### src/rtl/noc_ingress_buffer_if.sv
// noc_ingress_buffer_if: processor capture inputs and crossbar handshake of the ingress buffer
interface noc_ingress_buffer_if #(
  parameter int ADDR_W = 4,
  parameter int FLIT_W = 9
);
  logic              master_response;
  logic [1:0]        which_processor;
  logic [FLIT_W-1:0] data_from_processor;
  logic              out_valid;
  logic              out_ready;
  logic [FLIT_W-1:0] out_data;
  logic [1:0]        out_dest;
  logic [ADDR_W:0]   fifo_level;
  logic              busy;
  logic              overflow;
  logic [7:0]        pkt_count;
  modport master (
    output master_response, which_processor, data_from_processor, out_ready,
    input  out_valid, out_data, out_dest, fifo_level, busy, overflow, pkt_count
  );
  modport slave (
    input  master_response, which_processor, data_from_processor, out_ready,
    output out_valid, out_data, out_dest, fifo_level, busy, overflow, pkt_count
  );
endinterface

### src/rtl/noc_ingress_buffer.sv
// noc_ingress_buffer: grant-triggered flit capture into a show-ahead FIFO tagged with destination; NOC_INGRESS_STATS_EN enables pkt_count
module noc_ingress_buffer #(
  parameter int DEPTH  = 16,
  parameter int ADDR_W = 4,
  parameter int FLIT_W = 9
) (
  input logic              clock,
  input logic              reset,
  noc_ingress_buffer_if.slave bus
);
  typedef enum logic {IDLE, CAPTURE} state_t;
  localparam logic [ADDR_W:0] FULL = (ADDR_W+1)'(DEPTH);
  state_t             state_q;
  logic [1:0]         dest_q;
  logic [ADDR_W-1:0]  wr_q, rd_q;
  logic [ADDR_W:0]    level_q, level_d;
  logic               overflow_q;
  logic [FLIT_W+1:0]  mem_q [DEPTH];
  logic [FLIT_W+1:0]  head;
  logic               push, pop, wr_en;
  assign push  = state_q == CAPTURE;
  assign pop   = bus.out_ready && level_q != '0;
  assign wr_en = push && (level_q != FULL || pop);
  assign head  = mem_q[rd_q];
  // occupancy follows accepted pushes and pops independently of the pointers
  always_comb level_d = level_q + (ADDR_W+1)'(wr_en) - (ADDR_W+1)'(pop);
  // capture FSM, pointers, occupancy and sticky drop flag
  always_ff @(posedge clock or posedge reset) begin
    if (reset) begin
      state_q    <= IDLE;
      dest_q     <= '0;
      wr_q       <= '0;
      rd_q       <= '0;
      level_q    <= '0;
      overflow_q <= 1'b0;
    end else begin
      if (state_q == IDLE && bus.master_response) begin
        dest_q  <= bus.which_processor;
        state_q <= CAPTURE;
      end else if (state_q == CAPTURE && bus.data_from_processor[FLIT_W-1]) begin
        state_q <= IDLE;
      end
      wr_q    <= wr_q + ADDR_W'(wr_en);
      rd_q    <= rd_q + ADDR_W'(pop);
      level_q <= level_d;
      if (push && !wr_en) overflow_q <= 1'b1;
    end
  end
  // flit storage carries the destination alongside the flit
  always_ff @(posedge clock) begin
    if (wr_en) mem_q[wr_q] <= {dest_q, bus.data_from_processor};
  end
  assign bus.out_valid  = level_q != '0;
  assign bus.out_data   = bus.out_valid ? head[FLIT_W-1:0] : '0;
  assign bus.out_dest   = bus.out_valid ? head[FLIT_W+1:FLIT_W] : '0;
  assign bus.fifo_level = level_q;
  assign bus.busy       = state_q == CAPTURE;
  assign bus.overflow   = overflow_q;
`ifdef NOC_INGRESS_STATS_EN
  logic [7:0] pkt_q;
  // counts packets whose tlast flit leaves the buffer
  always_ff @(posedge clock or posedge reset) begin
    if (reset) pkt_q <= '0;
    else if (pop && head[FLIT_W-1]) pkt_q <= pkt_q + 8'd1;
  end
  assign bus.pkt_count = pkt_q;
`else
  assign bus.pkt_count = '0;
`endif
endmodule

### src/flat_wrapper.sv
// flat-port wrapper written by rule: the top's interface ports become plain ports
module noc_ingress_buffer_flat 
#(
  parameter int DEPTH  = 16,
  parameter int ADDR_W = 4,
  parameter int FLIT_W = 9
)
  (clock, reset, bus_master_response, bus_which_processor, bus_data_from_processor, bus_out_ready, bus_out_valid, bus_out_data, bus_out_dest, bus_fifo_level, bus_busy, bus_overflow, bus_pkt_count);
  noc_ingress_buffer_if #(.ADDR_W(ADDR_W), .FLIT_W(FLIT_W)) bus_i ();
  input logic clock;
  input logic reset;
  input wire logic [$bits(bus_i.master_response)-1:0] bus_master_response;
  input wire logic [$bits(bus_i.which_processor)-1:0] bus_which_processor;
  input wire logic [$bits(bus_i.data_from_processor)-1:0] bus_data_from_processor;
  input wire logic [$bits(bus_i.out_ready)-1:0] bus_out_ready;
  output wire logic [$bits(bus_i.out_valid)-1:0] bus_out_valid;
  output wire logic [$bits(bus_i.out_data)-1:0] bus_out_data;
  output wire logic [$bits(bus_i.out_dest)-1:0] bus_out_dest;
  output wire logic [$bits(bus_i.fifo_level)-1:0] bus_fifo_level;
  output wire logic [$bits(bus_i.busy)-1:0] bus_busy;
  output wire logic [$bits(bus_i.overflow)-1:0] bus_overflow;
  output wire logic [$bits(bus_i.pkt_count)-1:0] bus_pkt_count;
  assign bus_i.master_response = bus_master_response;
  assign bus_i.which_processor = bus_which_processor;
  assign bus_i.data_from_processor = bus_data_from_processor;
  assign bus_i.out_ready = bus_out_ready;
  assign bus_out_valid = bus_i.out_valid;
  assign bus_out_data = bus_i.out_data;
  assign bus_out_dest = bus_i.out_dest;
  assign bus_fifo_level = bus_i.fifo_level;
  assign bus_busy = bus_i.busy;
  assign bus_overflow = bus_i.overflow;
  assign bus_pkt_count = bus_i.pkt_count;
  noc_ingress_buffer #(.DEPTH(DEPTH), .ADDR_W(ADDR_W), .FLIT_W(FLIT_W)) u_core (.clock(clock), .reset(reset), .bus(bus_i));
endmodule
### config.mk
export PLATFORM = sky130hd
export DESIGN_NAME = noc_ingress_buffer_flat
export DESIGN_NICKNAME = d
export VERILOG_FILES = /design/src/rtl/noc_ingress_buffer_if.sv /design/src/rtl/noc_ingress_buffer.sv /design/src/flat_wrapper.sv
export SDC_FILE = /design/constraint.sdc
export NUM_CORES = 1
export LEC_CHECK = 0
export CAP_MARGIN = 20
export CORE_MARGIN = 1.5
export CORE_UTILIZATION = 59
export DETAILED_ROUTE_END_ITERATION = 10
export PLACE_DENSITY = 0.89
export SYNTH_ARGS = -nofsm -noshare
export SYNTH_HDL_FRONTEND = slang
export SYNTH_SLANG_ARGS = --single-unit
export TNS_END_PERCENT = 20
### constraint.sdc
create_clock -name clock -period 3.2 [get_ports clock]
set_input_delay 0.48 -clock clock [delete_from_list [all_inputs] [get_ports clock]]
set_output_delay 0.48 -clock clock [all_outputs]
set_load 0.01 [all_outputs]
-- Word-level counts from Yosys, hierarchy flattened
Memory sizes are Yosys's and may differ from the RTL's.
Cells that the tools add are included.
- bits in registers: 17
- memories kept: 1
- input port bits: 15
- memory bits (writable): 176
- word-level logic and storage cells: 28
- output and inout bits: 27
- memories (memory ; depth ; width ; read ports ; clocked after memory_dff ; write ports ; line ; source):
    u_core.mem_q ; 16 ; 11 ; 1 ; 0 ; 1 ; noc_ingress_buffer.sv:18 ; logic [FLIT_W+1:0] mem_q [DEPTH];
- reductions and logical operators: 9
- muxes and demuxes: 6
- add/sub/neg operators: 4
- equality and inequality tests: 1
- bitwise gates (word level): 1
- operators with widths (kind ; count):
    $mux 9 ; 1
    $add 4x1->4 ; 2
    $add 5x1->5 ; 1
    $logic_and 1x1->1 ; 5
    $ne 5x5->1 const B ; 1
    $reduce_bool 5->1 ; 1
    $sub 5x1->5 ; 1
    $mux 1 ; 4
    $mux 2 ; 1
    $reduce_bool 2->1 ; 1
    $logic_not 1->1 ; 1
    $logic_or 1x1->1 ; 1
    $not 1->1 ; 1

-- Logic depth before layout (Yosys ltp)
- depth in word-level cells: 6
- gate-level depth with buffers: 14
- depth with buffers taken out: 14

-- Least setup slack after synthesis
No wires, ideal clock.
- path type: reg-to-reg
- start: register u_core.level_q[3] (netlist: u_core.bus.fifo_level[3])
- end: register u_core.level_q[4] (netlist: u_core.bus.fifo_level[4])
- data arrival time: 2.675 ns
- clock period less this slack: 2.798 ns
- library setup time: 0.123 ns
- data required time: 3.077 ns
- slack: 0.402 ns
- stages on the path, launching flop included: 15
- buffers on the path: 0
- cell sequence: dfrtp_1 -> inv_1 -> ha_1 -> or3b_1 -> nor2_1 -> inv_1 -> and2_1 -> ha_1 -> inv_1 -> ha_1 -> fa_1 -> a21oi_1 -> nor2_1 -> nor2_1 -> xnor2_1
- cells in the longest elaborated chain, start to end: 6
- elaborated cells between the ends (all ways): 7
- those cells by class: add/sub (2); eq/ne (1); reduce/logical (4)
- RTL lines (element ; line ; source):
    start: declaration ; noc_ingress_buffer.sv:16 ; logic [ADDR_W:0] level_q, level_d;
    start signal: assignment ; noc_ingress_buffer.sv:45 ; level_q <= level_d;
    $reduce_bool 5->1 (*) ; -- ;
    named net bus_out_valid ; flat_wrapper.sv:16 ; output wire logic [$bits(bus_i.out_valid)-1:0] bus_out_valid;
    $logic_and 1x1->1 (*) ; noc_ingress_buffer.sv:22 ; assign pop = bus.out_ready && level_q != '0;
    $logic_or 1x1->1 ; noc_ingress_buffer.sv:23 ; assign wr_en = push && (level_q != FULL || pop);
    $logic_and 1x1->1 ; noc_ingress_buffer.sv:23 ;
    $add 5x1->5 ; noc_ingress_buffer.sv:26 ; always_comb level_d = level_q + (ADDR_W+1)'(wr_en) - (ADDR_W+1)'(pop);
    $sub 5x1->5 (*) ; noc_ingress_buffer.sv:26 ;
    named net u_core.level_d[4] ; noc_ingress_buffer.sv:16 ;
Mark *: on every way through the listed nets, which the timed path passes. The rest lies on a longest branch.
A chain may end at the register's enable or synchronous reset.

-- Worst setup path after layout
- start: register u_core.rd_q[1]
- end: output bus_out_dest[0]
- cells in the longest elaborated chain, start to end: 2
- RTL lines (element ; line ; source):
    start: declaration ; noc_ingress_buffer.sv:15 ; logic [ADDR_W-1:0] wr_q, rd_q;
    start signal: assignment ; noc_ingress_buffer.sv:44 ; rd_q <= rd_q + ADDR_W'(pop);
    $mem_v2 16x11 ; -- ;
    $mux 2 ; noc_ingress_buffer.sv:55 ; assign bus.out_dest = bus.out_valid ? head[FLIT_W+1:FLIT_W] : '0;
    end: declaration ; flat_wrapper.sv:18 ; output wire logic [$bits(bus_i.out_dest)-1:0] bus_out_dest;
Every way passes these cells.

==> metrics.txt <==
fmax=311 MHz; area grow syn2layout=17.9%; wire per inst=26.0 um; fillcell total=between 600 and 700; VDD IR-drop max=0.000674 V; IO Port Bufs=33; Core ar.=0.0128 mm2; required time worst endpoint=roughly 2700 ps; Tcrit/Tclk final=1.00; antenna diode count=0; H-tree depth=4; Pleak=3.19 nW; TritonCTS Buffers=17; outcome=finished, violations left; Post-Synth Simple-Gate Area=0.0303; Via density=6.30; GPL Wtd Cong=0.887; Synth Register Bits=between 150 and 200; largest net degree at the start of global routing=23; Mapped Avg Cell Area=20.6 um2; top_reg_cell synth=edfxtp_1; cell area after layout=0.00921 mm2; setup TNS after final layout=-12.7 ps; Ys Warns=0; drt initial violations=586; first-pass GRT wire length=25000 um; grt total ovfl=0; Startpoint Class=flop; Worst Skew=7.49 ps; clock period minus worst slack=3210 ps; share of post-route cells with drive strength above 1=0.274; DR pass1 iterations=5; CTS root buf=clkbuf_16; RR Endpoint=u_core.bus.fifo_level[4]$_DFF_PP0_; HP Class=input port to asynchronous set/reset pin; die width=118 um; clock-pin slew on the worst setup and hold paths=70 ps; xor/xnor share of the synthesized area=0.0101; starting density of the core=0.612; Worst R2R Setup Slack=270 ps; DIE HEIGHT=118 um; Max Slew Vio Count=0; mux cell area share after synthesis=0.149; CTS tree=yes; Async SR Flop Fraction=0.0881; area of the multi-input gates=0.00193 mm2; final setup vio count=1; vias in the first global route=between 4000 and 5000; Post-DP Area=approximately 0.0085 mm2; Final HPWL DP=9890 um; post-synthesis adder-cell area fraction=0.0170; relative slew slack=0.543; io pins=42; Syn Inst Count=379; clock tree buffer depth=2; PD cells=a little over 900 mW/mm2; R2R cell count=14; final WL=16500 um; CP max FO=3; Vias=about 4000; Synth cell types=35; final worst setup slack=-12.7 ps; DRT antenna net count=0; critical path arrival=2730 ps; register area share after synthesis=0.731; antenna violations before repair=0; slew at the pin closest to its max-slew limit=685 ps; Tot GR Track Use=0.253; area of the die=~0.014 mm2; CP endpoint kind=output port; DRC viols=0; pre-CTS WS=186 ps; RSZ-0062 raised after global routing=yes; failing checks=negative setup slack; number of flops mapped to enable cells by yosys=176; main combinational cell family by area after synthesis=multiplexers; worst-skew pair later-pin latency=around 430 ps; nets@finish=476; register area=around 0.0057 mm2; Post-Syn Area=0.00781 mm2; final hold violation count=0; compound-gate portion of the synthesized area=0.0261; Crit Path Class=flop to output port; # rows=41; Max-cap violations=0; total clock sinks=193; Critical R2R Launch=u_core.bus.fifo_level[2]$_DFF_PP0_
==> per-stage QoR <==
| step | power (mW) | std cells | hold slack (ps) | utilization |
|---|---|---|---|---|
| floorplan | 5.23 | 386 | 406 | - |
| global placement | 6.11 | 597 | 453 | 0.662 |
| detailed placement | 6.25 | 597 | 485 | 0.662 |
| CTS | 8.58 | 636 | 465 | 0.718 |
| global route | 8.95 | 636 | 531 | 0.721 |
| finish | 8.60 | 636 | 452 | 0.721 |
==> layout by cell type, fill, tap and decap left out, types with 2 or more instances in the layout <==
cell type        count
a211oi_1             9
a211oi_2            13
a21o_1               2
a21oi_1              3
buf_12               5
buf_4               34
bufinv_16            3
clkbuf_16           17
clkdlybuf4s50_1     27
clkinv_4             2
clkinvlp_4           3
conb_1               8
dfrtp_1             14
dfrtp_4              2
dlygate4sd2_1        2
dlymetal6s2s_1       4
edfxtp_1           176
ha_1                 9
inv_1                9
inv_6                5
mux2_2               2
mux2i_1             11
mux4_1              11
mux4_2              33
nand2b_1             2
nand3_1              3
nand3b_1             2
nor2_1              16
nor2b_1             12
nor3_2               4
xnor2_1              4
xor2_1               5
==> how the worst max path moves through the flow <==
stage / end / cells after the start / startpoint
after floorplan: u_core.bus.fifo_level[4]$_DFF_PP0_ / 14 / u_core.bus.fifo_level[3]$_DFF_PP0_
after global placement: bus_out_data[1] / 6 / u_core.rd_q[1]$_DFF_PP0_
after detailed placement: bus_out_data[3] / 6 / u_core.rd_q[1]$_DFF_PP0_
after CTS: bus_out_data[8] / 6 / u_core.rd_q[1]$_DFF_PP0_
after global routing: bus_out_dest[0] / 7 / u_core.rd_q[1]$_DFF_PP0_
final: bus_out_dest[0] / 7 / u_core.rd_q[1]$_DFF_PP0_
==> registers in the layout (all words and copies together) (netlist names) <==
register / count
u_core.bus.busy: 1
u_core.wr_q: 4
u_core.bus.overflow: 1
u_core.dest_q: 2
u_core.mem_q: 176
u_core.bus.fifo_level: 5
u_core.rd_q: 4
==> metal layers <==
metal,global-route usage,wire length (um)
met1,0.334,6360
met2,0.416,8400
met3,0.0543,1230
met4,0.102,554
met5,0,0
==> Yosys cell counts (4+ instances only) <==
library cell  number  area, um2
inv_1              9       33.8
nor2b_1           12       75.1
dfrtp_1           17        425
nor2_1            16       60.1
mux4_2            33        743
a211oi_1          22        165
buf_4             13       97.6
buf_6              6       67.6
xnor2_1            4       35.0
mux4_1            11        289
edfxtp_1         176       5290
mux2i_1           11        110
nor3_1             5       25.0
ha_1               9        113
xor2_1             5       43.8
==> power by group <==
| group | switching [mW] | internal (mW) | total (mW) |
|---|---|---|---|
| registers | 0.308 | 3.17 | 3.48 |
| logic | 1.44 | 1.51 | 2.95 |
| clock network | 0.930 | 1.24 | 2.17 |
| total | 2.68 | 5.92 | 8.60 |
==> critical path: stages (launching register included) <==
cell and delay, ps:
dfrtp_4 480, buf_4 160, buf_4 140, mux4_1 310, nor2b_1 190, a211oi_2 80
a211oi_2 320, clkdlybuf4s50_1 610
==> kinds of logic after synthesis <==
logic type	count (synthesis)
buf+inv	36
fa+ha+maj	10
other cells	1
mux	57
compound gates	28
flops	193
xor+xnor	9
simple gates	45
==> what timing repair did <==
action / CTS / global route
hold buffers: 0 / 0
buffers inserted: 7 / 0
resized for setup: 13 / 9
setup endpoints to repair: 11 / 8
==> final cells by class <==
type | instances | area share
Sequential cell | 193 | 0.621
Multi-Input combinational cell | 157 | 0.210
Timing Repair Buffer | 73 | 0.0763
Clock buffer | 17 | 0.0462
Tap cell | 172 | 0.0234
Clock inverter | 15 | 0.0198
Inverter | 9 | 0.00367
(Power assumes the default switching activity.)
